**config.mk**
```make
export PLATFORM = sky130hd
export DESIGN_NAME = mbr_sync
export DESIGN_NICKNAME = d
export VERILOG_FILES = /design/src/rtl/mbr_sync.sv
export SDC_FILE = /design/constraint.sdc
export NUM_CORES = 1
export LEC_CHECK = 0
export CAP_MARGIN = 20
export CORE_AREA = 2 2 63 109
export CTS_BUF_LIST = sky130_fd_sc_hd__clkbuf_4 sky130_fd_sc_hd__clkbuf_8
export CTS_CLUSTER_SIZE = 8
export DETAILED_ROUTE_END_ITERATION = 12
export DIE_AREA = 0 0 65 111
export MAX_ROUTING_LAYER = met4
export SYNTH_ARGS = -nofsm -noshare
export SYNTH_HDL_FRONTEND = slang
export SYNTH_SLANG_ARGS = --single-unit
```
**constraint.sdc**
```tcl
create_clock -name clk -period 2.95 [get_ports clk]
set_input_delay 0.4425 -clock clk [delete_from_list [all_inputs] [get_ports clk]]
set_output_delay 0.4425 -clock clk [all_outputs]
set_load 0.005 [all_outputs]
```
**src/rtl/mbr_sync.sv**
```systemverilog
// Frame-marker receiver: counts slots between marker falling edges, acquires
// lock after consecutive well-spaced markers and flywheels through faults.
module mbr_sync #(
  parameter int FRAME_LEN   = 40,
  parameter int LOCK_FRAMES = 3,
  parameter int LOSS_FRAMES = 2,
  parameter int CW          = 7
) (
  input  logic          clk,
  input  logic          rst,
  input  logic          i320,
  input  logic          iMBR,
  output logic [CW-1:0] oSlot,
  output logic          oFrame,
  output logic          oLock,
  output logic          oErr,
  output logic [7:0]    oErrCnt
);

  localparam int GW = $clog2(LOCK_FRAMES + 1);
  localparam int FW = $clog2(LOSS_FRAMES + 1);
  localparam logic [CW-1:0] FL     = CW'(FRAME_LEN);
  localparam logic [CW-1:0] FL_SAT = CW'(FRAME_LEN + 1);
  localparam logic [GW-1:0] LOCK_N = GW'(LOCK_FRAMES);
  localparam logic [FW-1:0] LOSS_N = FW'(LOSS_FRAMES);

  typedef enum logic [1:0] {S_HUNT, S_VERIFY, S_LOCK} state_e;

  // Edge-detect stage: previous raw samples and registered edge pulses.
  logic          i320_d_q, mbr_d_q;
  logic          slot_q, slot_d;
  logic          mark_q, mark_d;

  // Framing core.
  state_e        state_q, state_d;
  logic [CW-1:0] dcnt_q, dcnt_d;
  logic [GW-1:0] gcnt_q, gcnt_d;
  logic [FW-1:0] fcnt_q, fcnt_d;
  logic [7:0]    errcnt_q, errcnt_d;
  logic          frame_q, frame_d;
  logic          err_q, err_d;

  // Output register bank.
  logic [CW-1:0] slot_out_q;
  logic          frame_out_q, lock_out_q, err_out_q;
  logic [7:0]    errcnt_out_q;

  logic [CW-1:0] dcnt_inc, dcnt_rst;
  logic          good, early, missing, fault;

  always_comb begin
    slot_d = i320 & ~i320_d_q;
    mark_d = mbr_d_q & ~iMBR;
  end

  // Markers are judged on dcnt before this cycle's slot is counted.
  always_comb begin
    dcnt_inc = (slot_q && dcnt_q != FL_SAT) ? dcnt_q + CW'(1) : dcnt_q;
    dcnt_rst = {{(CW-1){1'b0}}, slot_q};
    good     = mark_q && (dcnt_q == FL);
    early    = mark_q && (dcnt_q < FL);
    missing  = slot_q && !mark_q && (dcnt_q == FL);
  end

  always_comb begin
    state_d  = state_q;
    dcnt_d   = dcnt_inc;
    gcnt_d   = gcnt_q;
    fcnt_d   = fcnt_q;
    errcnt_d = errcnt_q;
    frame_d  = 1'b0;
    err_d    = 1'b0;
    fault    = 1'b0;
    case (state_q)
      S_HUNT: begin
        if (mark_q) begin
          dcnt_d  = dcnt_rst;
          gcnt_d  = GW'(1);
          state_d = S_VERIFY;
        end
      end
      S_VERIFY: begin
        if (good) begin
          dcnt_d = dcnt_rst;
          gcnt_d = gcnt_q + GW'(1);
          if (gcnt_q == LOCK_N - GW'(1)) begin
            state_d = S_LOCK;
            frame_d = 1'b1;
            fcnt_d  = '0;
          end
        end else if (early) begin
          dcnt_d = dcnt_rst;
          gcnt_d = GW'(1);
        end else if (missing) begin
          state_d = S_HUNT;
        end
      end
      S_LOCK: begin
        if (good) begin
          dcnt_d  = dcnt_rst;
          fcnt_d  = '0;
          frame_d = 1'b1;
        end else if (early) begin
          fault = 1'b1;
        end else if (missing) begin
          // Flywheel: behave as if the marker had landed on time.
          dcnt_d = CW'(1);
          fault  = 1'b1;
        end
        if (fault) begin
          err_d  = 1'b1;
          fcnt_d = fcnt_q + FW'(1);
          if (errcnt_q != 8'hFF) errcnt_d = errcnt_q + 8'd1;
          if (fcnt_q == LOSS_N - FW'(1)) state_d = S_HUNT;
        end
      end
      default: state_d = S_HUNT;
    endcase
  end

  always_ff @(posedge clk) begin
    if (!rst) begin
      i320_d_q     <= 1'b0;
      mbr_d_q      <= 1'b0;
      slot_q       <= 1'b0;
      mark_q       <= 1'b0;
      state_q      <= S_HUNT;
      dcnt_q       <= '0;
      gcnt_q       <= '0;
      fcnt_q       <= '0;
      errcnt_q     <= '0;
      frame_q      <= 1'b0;
      err_q        <= 1'b0;
      slot_out_q   <= '0;
      frame_out_q  <= 1'b0;
      lock_out_q   <= 1'b0;
      err_out_q    <= 1'b0;
      errcnt_out_q <= '0;
    end else begin
      i320_d_q     <= i320;
      mbr_d_q      <= iMBR;
      slot_q       <= slot_d;
      mark_q       <= mark_d;
      state_q      <= state_d;
      dcnt_q       <= dcnt_d;
      gcnt_q       <= gcnt_d;
      fcnt_q       <= fcnt_d;
      errcnt_q     <= errcnt_d;
      frame_q      <= frame_d;
      err_q        <= err_d;
      slot_out_q   <= dcnt_q;
      frame_out_q  <= frame_q;
      lock_out_q   <= (state_q == S_LOCK);
      err_out_q    <= err_q;
      errcnt_out_q <= errcnt_q;
    end
  end

  assign oSlot   = slot_out_q;
  assign oFrame  = frame_out_q;
  assign oLock   = lock_out_q;
  assign oErr    = err_out_q;
  assign oErrCnt = errcnt_out_q;

endmodule
```
==> impl_metrics.toml, run 1 <==
[global_route]
grt_pass1_vias = 1560
grt-ovfl-total = 0
globalRouteTotalUtil_pct = 12.7
antenna_found_initial = 0
grt_pass1_wl_mm = 6.98
grt_max_degree = 26

[yosys]
ys_types = 44
yosysMostFrequentCell = "dfxtp_1"
netlist_top_cells_area = "dfxtp_1, ha_1, and2_1"
yosysSeqAreaShare_pct = 44.3
synth_common_cells = "dfxtp_1, nor2_1, and2_1"
synth_edf_count = 0
synth_warnings = 0
syn-num-nets = 230
synthesis.instances = 216
synth_top_area_share_pct = 44.3
syn_avg_cell_area_um2 = 9.42
synthFlopType = "dfxtp_1"
synth_top_area_cell = "dfxtp_1"
syn_area_um2 = 2030
synth_seq_cells = 45
async_flop_share_pct = 0

[cells_and_area]
postLayoutCellArea_um2 = 2430
fin_nets = 252
nFillCells = 640
syn_to_final_growth_pct = 19.3
drive_above_1_share_pct = 9.66
antenna-diode-count = 0
instances_no_fill = 320

[worst_setup_path]
crit_family = "simple AND/OR/NAND/NOR gates"
crit_path_max_fanout = 9
cp-end-kind = "flip-flop"
rr_worst_depth = 7
path_cells = "inv_1, ha_1, and3b_1, a31o_2, a21o_4, nor4b_2, mux2_1"
worst-r2r-setup-slack_ps = 680
cp.required_ps = 3140
timing.rr.start = "dcnt_q[0]"
worst_setup_path_start_kind = "flip-flop"
worstSetupPathType = "reg2reg"
cp_slowest_cell = "dfxtp_1"
timing.rr.end = "errcnt_q[3]"
max_stage_delay_ps = 440
cp_num_buf_inv = 1
path_depth = 7
crit_arrival_ps = 2470

[job]
maxCapViolations = 0

[clock_network]
cts_resized = 0
htreeDepth = 2
clockBufferDepth = 2
cts_buffers = 5
root_buffer = "clkbuf_8"
clkLatencyLatePin_ps = 300
cts_tree = "done"
post-cts-setup-buffers = 0
hold_buffers = 0
clk_pin_slew_ps = 80
cts.sink_count = 45

[timing]
tightestPinTransition_ps = 564
min_period_ps = 2270
rsz0062_at_grt = "no"
fin_worst_skew_ps = 6.55
final.period_utilization_pct = 77.1
hold_violations = 0
finalSetupTns_ps = 0
fmax_ghz = 0.440
setup_viol = 0
slew_headroom_pct = 62.4
slew_viol_final = 0

[drt]
wirelength_mm = 4.07
viasPerCell = 4.92
wl_per_cell_um = 12.7
drc = 0
ant_nets = 0
drt-pass1-iter-count = 4
vias = 1573
drt-initial-drc-count = 78

[worst_hold_path]
min_path_type = "reg2reg"
worstHoldStart = "i320_d_q"
hold_path_depth = 1
timing.hold.worst_endpoint = "slot_q"

[run_status]
outcome = "finished clean"

[placement]
dp_cells = 313
post-dp-hpwl_mm = 2.99
dpl_cell_area_um2 = 2320
numPortBuffers = 21
place_congestion = 0.865

[floorplanning]
die_x_um = 65
dieArea_um2 = 7220
ios = 22
core_um2 = 6390
floorplan.initialDensity_pct = 31.8
die_y_um = 111
rows = 39

[pwr]
p_leak_nw = 0.859
ir_worst_vdd_v = 0.000343
powerDensity_nw_per_um2 = 503
power_w = 0.00122
-- state kept, by name (all words and copies together), names as in the netlist, 2 cells and up --
name and count:
dcnt_q 7, errcnt_q 8, fcnt_q 2, gcnt_q 2, oErrCnt 8, oSlot 7, state_q 2
-- routing by layer --
metal / up-vias / GRT usage, % / wire length (um)
li1: 783 / - / -
met1: 740 / 12.5 / 1580
met2: 37 / 22.6 / 2240
met3: 13 / 2.74 / 121
met4: 0 / 6.95 / 125
met5: - / - / 0
-- layout by cell type (no fill, tap or decap), types with 2 or more instances in the layout --
cell and n:
a21boi_0 2, a21oi_1 14, a311oi_1 2, a31o_2 2, a31oi_1 3, and2_1 17, and3_1 2, buf_4 2
clkbuf_8 5, clkdlybuf4s50_1 21, dfxtp_1 45, ha_1 10, inv_1 12, mux2_1 2, mux2_2 2, mux2i_1 4
nand2_1 14, nand2b_1 2, nand3_1 6, nand3b_1 3, nand4_1 5, nor2_1 22, nor2b_1 4, nor3_1 5
o211ai_1 2, o21a_1 2, o21ai_0 6, xnor2_1 3, xor2_1 2
-- cells by family after synthesis --
group                    count (synthesis)  share of synthesized area (%)
flip-flops                              45                           44.3
XOR/XNOR                                 5                           2.15
multiplexers                             8                           4.18
AND/OR/NAND/NOR                         89                           24.7
AO/OA/AOI/OAI                           39                           14.4
buffers and inverters                   20                           4.12
adder cells (fa/ha/maj)                 10                           6.15
-- area by class of cell --
cell class / instances / area [um2] / area share [%]
Inverter: 12 / 45.0 / 1.86
Clock buffer: 5 / 68.8 / 2.84
Sequential cell: 45 / 901 / 37.1
Tap cell: 82 / 103 / 4.23
Timing Repair Buffer: 23 / 225 / 9.28
Clock inverter: 2 / 35.0 / 1.44
Multi-Input combinational cell: 151 / 1050 / 43.2
-- where the power goes --
part / switching [W] / internal, W / leakage, nW
combinational: 0.0000842 / 0.0000605 / 0.441
clock: 0.000198 / 0.000246 / 0.0540
sequential: 0.0000131 / 0.000618 / 0.364
-- worst max-delay path by stage --
| stage | start | to | slack [ps] |
|---|---|---|---|
| 3_3_place_gp | dcnt_q[0] | errcnt_q[5] | 750 |
| 5_1_grt | dcnt_q[0] | errcnt_q[3] | 530 |
| 2_1_floorplan | dcnt_q[0] | errcnt_q[3] | 820 |
| 4_1_cts | dcnt_q[0] | errcnt_q[5] | 660 |
| 6_report | dcnt_q[0] | errcnt_q[3] | 680 |
| 3_5_place_dp | dcnt_q[0] | errcnt_q[5] | 680 |
-- stage by stage --
step           utilization (%)  hold slack [ps]  worst slack, ps
2_1_floorplan                -              367              816
3_3_place_gp              36.3              373              753
3_5_place_dp              36.3              380              682
4_1_cts                   38.0              391              661
5_1_grt                   38.0              412              527
6_report                  38.0              388              675
Note: power is estimated with default switching activity, not from simulation.
==> run 2, diff against run 1 <==
==> constraint.sdc (replaced) <==
create_clock -name clk -period 1.9 [get_ports clk]
set_input_delay 0.285 -clock clk [delete_from_list [all_inputs] [get_ports clk]]
set_output_delay 0.285 -clock clk [all_outputs]
set_load 0.005 [all_outputs]
==> impl_metrics.toml, run 2 (synthesis gave the netlist of run 1 again) <==
[run_status]
outcome = "finished with violations"
violations = "setup timing"

[global_route]
grt_max_degree = 17
grt-ovfl-total = 0
globalRouteTotalUtil_pct = 14.1
antenna_found_initial = 0
grt_pass1_wl_mm = 7.79
grt_pass1_vias = 1717

[cells_and_area]
final_cell_mix = "dfxtp_1, buf_4, nor2_1"
antenna-diode-count = 0
nFillCells = 641
multi_input_comb_area_um2 = 1110
fin_nets = 279
syn_to_final_growth_pct = 33.8
final_common_cell = "dfxtp_1"
seqCellArea_um2 = 905
drive_above_1_share_pct = 24.1
post-route-util_pct = 42.6

[timing]
holdWs_ps = 385
setup_ws_ps = -36.3
hold_violations = 0
fmax_ghz = 0.516
slew_headroom_pct = 72.6
min_period_ps = 1940
fin_worst_skew_ps = 6.64
final.period_utilization_pct = 102
slew_viol_final = 0
tightestPinTransition_ps = 410
setup_viol = 4
rsz0062_at_grt = "yes"

[worst_setup_path]
path_cells = "inv_2, ha_4, and3b_2, and2_4, a221o_2, a221oi_4, mux2i_1"
cp.required_ps = 2130
cp_num_buf_inv = 1
worstSetupPathType = "reg2reg"
crit_arrival_ps = 2170
crit_family = "compound AO/OA/AOI/OAI gates"
cp_slowest_cell = "a221o_2"
max_stage_delay_ps = 370
cp-end-kind = "flip-flop"
worst_setup_path_start_kind = "flip-flop"
crit_path_max_fanout = 4

[job]
maxCapViolations = 0

[floorplanning]
floorplan.initialDensity_pct = 31.8
rows = 39
die_x_um = 65
ios = 22
core_um2 = 6390
die_y_um = 111
dieArea_um2 = 7220

[clock_network]
clockBufferDepth = 2
clkLatencyLatePin_ps = 300
cts.sink_count = 45
hold_buffers = 0
htreeDepth = 2
cts_tree = "done"
clk_pin_slew_ps = 90
root_buffer = "clkbuf_8"
cts_buffers = 5

[drt]
wl_per_cell_um = 13.1
drc = 0
drt-pass1-iter-count = 4
ant_nets = 0
viasPerCell = 4.86
wirelength_mm = 4.56
drt-initial-drc-count = 83
vias = 1692

[worst_hold_path]
min_path_type = "reg2reg"

[pwr]
power_w = 0.00198
powerDensity_nw_per_um2 = 728
ir_worst_vdd_v = 0.000433
p_leak_nw = 1.01

[placement]
numPortBuffers = 21
place_congestion = 0.893
pre_cts_ws_ps = -84.7
post-dp-hpwl_mm = 3.34
==> run 2: cell count changes in the layout (fill, tap and decap cells not counted), sizes merged <==
cell,change
clkbuf,+1
buf,+27
==> run 2: final timing paths <==
check	start	to	slack, ps	cells after the start
setup / recovery	dcnt_q[1]	state_q[0]	-40	7
hold / removal	i320_d_q	slot_q	390	1
setup reg to reg	dcnt_q[1]	state_q[0]	-40	7
hold reg to reg	i320_d_q	slot_q	390	1
==> run 2: per-layer routing <==
metal  wire (um)  vias to the layer above  track usage (%)
met5           0                        -                -
met4         182                        0             8.37
met3         114                       15             2.23
met2        2520                       43             24.8
met1        1740                      800             14.2
li1            -                      834                -
==> run 2: stage by stage <==
stage / cell area [um2] / TNS [ps] / instances
2_1_floorplan: 2050 / -219 / 216
3_3_place_gp: 2510 / -128 / 335
3_5_place_dp: 2510 / -357 / 335
4_1_cts: 2660 / -231 / 345
5_1_grt: 2720 / -709 / 348
6_report: 2720 / -114 / 348
==> run 2: area by class of cell <==
| class | instances | share of cell area [%] |
|---|---|---|
| Tap cell | 82 | 3.77 |
| Timing Repair Buffer | 50 | 16.3 |
| Inverter | 12 | 1.65 |
| Clock buffer | 6 | 2.80 |
| Clock inverter | 2 | 1.42 |
| Sequential cell | 45 | 33.2 |
| Multi-Input combinational cell | 151 | 40.8 |
==> run 2: report_power, final <==
group	total, W	switching [W]	internal (W)
registers	0.000976	0.0000157	0.000960
logic	0.000273	0.000145	0.000128
clock network	0.000734	0.000325	0.000409
total	0.00198	0.000486	0.00150
==> run 2: what timing repair did <==
item,CTS,global route
endpoints found under the setup margin,7,17
endpoints found under the hold margin,0,0
gates cloned,0,0
resized for setup,3,10
buffers inserted,2,3
pin swaps,4,4
